$ cat src/rtl/demux_seq_pkg.sv
// Shared definitions for the demux slot sequencer: default widths and FSM encoding.
// Latency: n/a (types and constants only).
// Backpressure: n/a.
package demux_seq_pkg;

  localparam int NSEL_DEF = 4;
  localparam int NCH_DEF  = 16;

  typedef enum logic [1:0] {
    ST_IDLE = 2'd0,
    ST_RUN  = 2'd1,
    ST_DONE = 2'd2
  } state_t;

endpackage

$ cat src/rtl/demux_next_sel.sv
// Finds the next enabled channel strictly above a pointer (or the lowest one when i_first).
// Latency: purely combinational.
// Backpressure: none; evaluated every cycle.
// Ports: i_en enable set, i_ptr current channel, i_first treats the pointer as -1,
//        o_next next enabled index, o_last high when nothing enabled lies above the pointer.
module demux_next_sel
  import demux_seq_pkg::*;
#(
  parameter  int NSEL = NSEL_DEF,
  localparam int NCH  = 2**NSEL
) (
  input  logic [NCH-1:0]  i_en,
  input  logic [NSEL-1:0] i_ptr,
  input  logic            i_first,
  output logic [NSEL-1:0] o_next,
  output logic            o_last
);

  logic w_found;

  // Scan downwards so the final match written is the lowest qualifying index.
  always_comb begin
    o_next  = '0;
    w_found = 1'b0;
    for (int k = NCH - 1; k >= 0; k--) begin
      if (i_en[k] && (i_first || (k > int'(i_ptr)))) begin
        o_next  = NSEL'(k);
        w_found = 1'b1;
      end
    end
  end

  assign o_last = ~w_found;

endmodule

$ cat src/rtl/demux_slot_sequencer.sv
// Walks a 16-way demux select through one frame, pairing each accepted serial bit with its channel.
// Latency: handshake at t gives S/OUT/OUT_VLD at t+1; START at t gives RUN (IN_READY) at t+1.
// Backpressure: IN_READY is high for the whole of RUN; IN_VALID low simply holds the channel pointer.
// Ports: CLK, RST_N (async active-low), START, IN_VALID/IN_DATA/IN_READY upstream handshake,
//        MASK channel enables (only with DEMUX_SEQ_CH_MASK_EN), S/OUT/OUT_VLD demux drive,
//        FRAME_DONE end-of-frame pulse, BUSY high in RUN and DONE.
// Build option: define DEMUX_SEQ_CH_MASK_EN to add the MASK port; otherwise every channel is enabled.
module demux_slot_sequencer
  import demux_seq_pkg::*;
#(
  parameter  int NSEL = NSEL_DEF,
  localparam int NCH  = 2**NSEL
) (
  input  logic            CLK,
  input  logic            RST_N,
  input  logic            START,
  input  logic            IN_VALID,
  input  logic            IN_DATA,
  output logic            IN_READY,
`ifdef DEMUX_SEQ_CH_MASK_EN
  input  logic [NCH-1:0]  MASK,
`endif
  output logic [NSEL-1:0] S,
  output logic            OUT,
  output logic            OUT_VLD,
  output logic            FRAME_DONE,
  output logic            BUSY
);

  state_t          r_state;
  state_t          w_state_nxt;
  logic            r_armed;
  logic [NCH-1:0]  r_en;
  logic [NCH-1:0]  w_mask;
  logic [NSEL-1:0] r_ptr;
  logic [NSEL-1:0] r_s;
  logic            r_out;
  logic            r_out_vld;
  logic [NSEL-1:0] w_first_idx;
  logic [NSEL-1:0] w_next_idx;
  logic            w_empty;
  logic            w_last;
  logic            w_start_ok;
  logic            w_hs;

`ifdef DEMUX_SEQ_CH_MASK_EN
  assign w_mask = MASK;
`else
  assign w_mask = '1;
`endif

  // r_armed is still 0 on the first edge after reset release, so a START
  // overlapping the release is not taken.
  assign w_start_ok = START & r_armed & (r_state == ST_IDLE);
  assign w_hs       = IN_VALID & (r_state == ST_RUN);

  demux_next_sel #(.NSEL(NSEL)) u_first (
    .i_en    (w_mask),
    .i_ptr   ('0),
    .i_first (1'b1),
    .o_next  (w_first_idx),
    .o_last  (w_empty)
  );

  demux_next_sel #(.NSEL(NSEL)) u_next (
    .i_en    (r_en),
    .i_ptr   (r_ptr),
    .i_first (1'b0),
    .o_next  (w_next_idx),
    .o_last  (w_last)
  );

  // State register
  always_ff @(posedge CLK or negedge RST_N) begin
    if (!RST_N) r_state <= ST_IDLE;
    else        r_state <= w_state_nxt;
  end

  // Next-state logic
  always_comb begin
    w_state_nxt = r_state;
    case (r_state)
      ST_IDLE: if (w_start_ok) w_state_nxt = w_empty ? ST_DONE : ST_RUN;
      ST_RUN:  if (w_hs && w_last) w_state_nxt = ST_DONE;
      ST_DONE: w_state_nxt = ST_IDLE;
      default: w_state_nxt = ST_IDLE;
    endcase
  end

  // State-decoded outputs
  always_comb begin
    IN_READY   = (r_state == ST_RUN);
    BUSY       = (r_state == ST_RUN) || (r_state == ST_DONE);
    FRAME_DONE = (r_state == ST_DONE);
  end

  // Pointer, captured enable set and the registered demux drive
  always_ff @(posedge CLK or negedge RST_N) begin
    if (!RST_N) begin
      r_armed   <= 1'b0;
      r_en      <= '0;
      r_ptr     <= '0;
      r_s       <= '0;
      r_out     <= 1'b0;
      r_out_vld <= 1'b0;
    end else begin
      r_armed <= 1'b1;
      if (w_start_ok) begin
        r_en  <= w_mask;
        r_ptr <= w_first_idx;
      end else if (w_hs && !w_last) begin
        r_ptr <= w_next_idx;
      end
      // OUT is forced low off-strobe so no demux leg sees stale data; S holds.
      if (w_hs) begin
        r_s       <= r_ptr;
        r_out     <= IN_DATA;
        r_out_vld <= 1'b1;
      end else begin
        r_out     <= 1'b0;
        r_out_vld <= 1'b0;
      end
    end
  end

  assign S       = r_s;
  assign OUT     = r_out;
  assign OUT_VLD = r_out_vld;

endmodule

$ cat config.mk
export PLATFORM = sky130hd
export DESIGN_NAME = demux_slot_sequencer
export DESIGN_NICKNAME = d
export VERILOG_FILES = /design/src/rtl/demux_seq_pkg.sv /design/src/rtl/demux_next_sel.sv /design/src/rtl/demux_slot_sequencer.sv
export SDC_FILE = /design/constraint.sdc
export NUM_CORES = 1
export LEC_CHECK = 0
export CORE_AREA = 2 2 46 48
export CTS_BUF_LIST = sky130_fd_sc_hd__clkbuf_4
export CTS_CLUSTER_SIZE = 12
export DETAILED_ROUTE_END_ITERATION = 7
export DIE_AREA = 0 0 48 50
export DONT_BUFFER_PORTS = 1
export GPL_TIMING_DRIVEN = 1
export SLEW_MARGIN = 20
export SYNTH_ARGS = -nofsm -noshare
export SYNTH_HDL_FRONTEND = slang
export SYNTH_SLANG_ARGS = --single-unit
$ cat constraint.sdc
create_clock -name CLK -period 3.05 [get_ports CLK]
set_clock_uncertainty 0.1 [all_clocks]
set_input_delay 0.4575 -clock CLK [delete_from_list [all_inputs] [get_ports CLK]]
set_output_delay 0.4575 -clock CLK [all_outputs]
set_load 0.005 [all_outputs]
==> run summary <==
core area: 1902 um^2
area leader, netlist: dfrtp_1
unrepaired setup endpoints after global routing: no
clk buf depth: 2
Worst EP required: 3.11 ns
worst hold slack: 0.2348 ns
DRC: 0
DR iter-0 viols: 3
Max Transition Viols Final: 0
Vias per Instance: 4.952
Yosys reg bits: 14
post-synth top area share: 55.45%
VDD IR max: 203.4 uV
CP endpoint kind: register
Syn Inst Count: 52
status: finished, final reports clean
diode count: 0
Seq/Total Area, Yosys: 55.45%
CP arrival: 1.86 ns
critical setup path kind: register to register
Post-Synth XOR/XNOR Area: 0%
Peak Freq: 558.5 MHz
number of CTS-inserted buffers: 3
first-pass GRT wire length: 1.814 mm
H-tree depth: 1
synth warn: 0
# rows: 16
Synth cell types: 21
Worst-Margin Slew: 0.6091 ns
DIE AREA: 2400 um^2
initial antenna violation count: 0
initial core utilization: 33.22%
largest net degree at the start of global routing: 15
Final Hold Viols: 0
GRT Residual Overflow: 0
Cell Area, Synth: 631.9 um^2
Avg Cell Area, Syn: 12.15 um^2
number of global-route vias before repair: 426
share of cells above drive strength 1: 7.018%
top cells by area, synth: dfrtp_1, mux2_1, ha_1
Crit-path slowest cell: dfrtp_1
Final setup viols: 0
largest family of logic cells by synthesized area: simple AND/OR/NAND/NOR gates
PD cells: 791.8 nW/um^2
mux share of post-synthesis cell area: 8.911%
max cap viols: 0
startpoint types: register
Routed WL: 996 um
die height: 50 um
most frequent cells in the layout: dfrtp_1, mux2_1, inv_1, ha_1
post-detail-place hpwl: 747.8 um
I/O Buffers: 0
fin util: 36.91%
Mapped Nets: 61
Crit Path Max Fanout: 9
Clock Pin Slew Worst Setup and Hold Paths: 0.08 ns
TNS Setup: 0 ns
Ports: 14
area grow syn2layout: 11.09%
drt wl/cell: 11.86 um
Crit path largest cell delay: 0.38 ns
die width: 48 um
Skew-Pair Late Insertion Delay: 0.28 ns
most common cell after layout, fill and taps aside: dfrtp_1
fillers: 189
DR vias: 416
post-cts resize count: 0
Tmin final: 1.790 ns
Simple-Gate Fraction of Synth Area: 13.66%
global placement routability congestion: 0.7172
Detailed Routing Iterations Pass 1: 4
critical-path cell list: inv_1, ha_1, and2_1, a221oi_2, mux2_1
Layout Nets: 67
post-synthesis adder-cell area fraction: 7.921%
CTS Root Buffer Type: clkbuf_4
Hold WC Path Type: input port to register
TritonCTS clock tree: built
headroom to the max-slew limit: 59.26%
leak pwr: 0.3340 nW
Compound-Gate Fraction of Synth Area: 11.09%
crit share post-route: 58.70%
remaining antenna violation count: 0
clk sink count: 14
Total Routing Usage GR: 10.72%
[Yosys cell counts]
master,n
mux2_1,5
a211oi_1,2
nand3_1,1
dfrtp_1,14
conb_1,1
nor3_1,2
nand4_1,1
and4b_1,1
and3_1,3
or2_1,1
inv_1,4
nand2_1,2
nor2_1,2
and4_1,1
a21oi_1,1
and2_1,1
a21boi_1,1
a31oi_1,3
a221oi_2,1
o22a_1,1
ha_1,4
[layout make-up]
cell class                 count  area, um^2  share of cell area (%)
clock buffer                   3       22.52                   3.209
sequential                    14       350.3                   49.91
tap                           27       33.78                   4.813
clock inverter                 1       3.754                  0.5348
timing repair buffer           1       10.01                   1.426
inverter                       4       15.01                   2.139
multi-input combinational     34       266.5                   37.97
[where the power goes]
group	internal [W]	total (W)	leakage (nW)	switching [W]
logic	0.0000750	0.000158	0.142	0.0000831
registers	0.000240	0.000291	0.177	0.0000511
clock network	0.0000475	0.000107	0.0154	0.0000592
total	0.000362	0.000556	0.334	0.000193
[cells by family after synthesis]
kind of cell,Yosys count
buffers and inverters,4
muxes,5
other,1
and+or+nand+nor,15
AOI/OAI and AO/OA,9
DFF,14
adders and majority gates,4
[sequential cells by signal (all words and copies together), names as in the netlist]
name	flops
r_ptr	4
r_armed	1
OUT_VLD	1
r_en	1
S	4
OUT	1
r_state	2
[per-stage QoR]
stage / instance area [um^2] / total power, W / setup WS, ns / std cells
2_1_floorplan: 631.9 / 0.0004130 / 1.402 / 52
3_3_place_gp: 665.6 / 0.0004421 / 1.297 / 79
3_5_place_dp: 665.6 / 0.0004524 / 1.270 / 79
4_1_cts: 701.9 / 0.0005625 / 1.258 / 84
5_1_grt: 701.9 / 0.0006034 / 1.169 / 84
6_report: 701.9 / 0.0005558 / 1.260 / 84
[path summary, 6_finish.rpt]
path / from / to / slack [ns] / cells after the start
worst max-delay path: r_state[1] / r_state[0] / 1.26 / 5
worst max register to register: r_state[1] / r_state[0] / 1.26 / 5
max in group asynchronous: RST_N / r_en[0] / 1.93 / 1
worst min register to register: S[3] / S[3] / 0.42 / 1
min in group asynchronous: RST_N / S[0] / 0.52 / 1
worst min-delay path: IN_VALID / OUT / 0.23 / 1
[critical path: cells and delay by family, from the launching register on]
family / cells / cell delay (ns)
mux: 1 / 0.34
fa+ha+maj: 1 / 0.31
simple gates: 1 / 0.22
buf+inv: 1 / 0.09
flops: 1 / 0.38
compound gates: 1 / 0.24
[layer usage]
metal | vias to the layer above | wire length (um) | GRT usage [%]
met5 | - | 0 | 0
met4 | 0 | 14 | 6.757
met3 | 2 | 39 | 3.297
met2 | 11 | 496 | 15.33
met1 | 205 | 445 | 13.42
li1 | 198 | - | -
[timing repair]
action                                 CTS  global route
endpoints found under the hold margin   14             0
setup buffers                            0             0
hold buffers                             1             0
No activity file was read; power rests on OpenSTA's default activity.
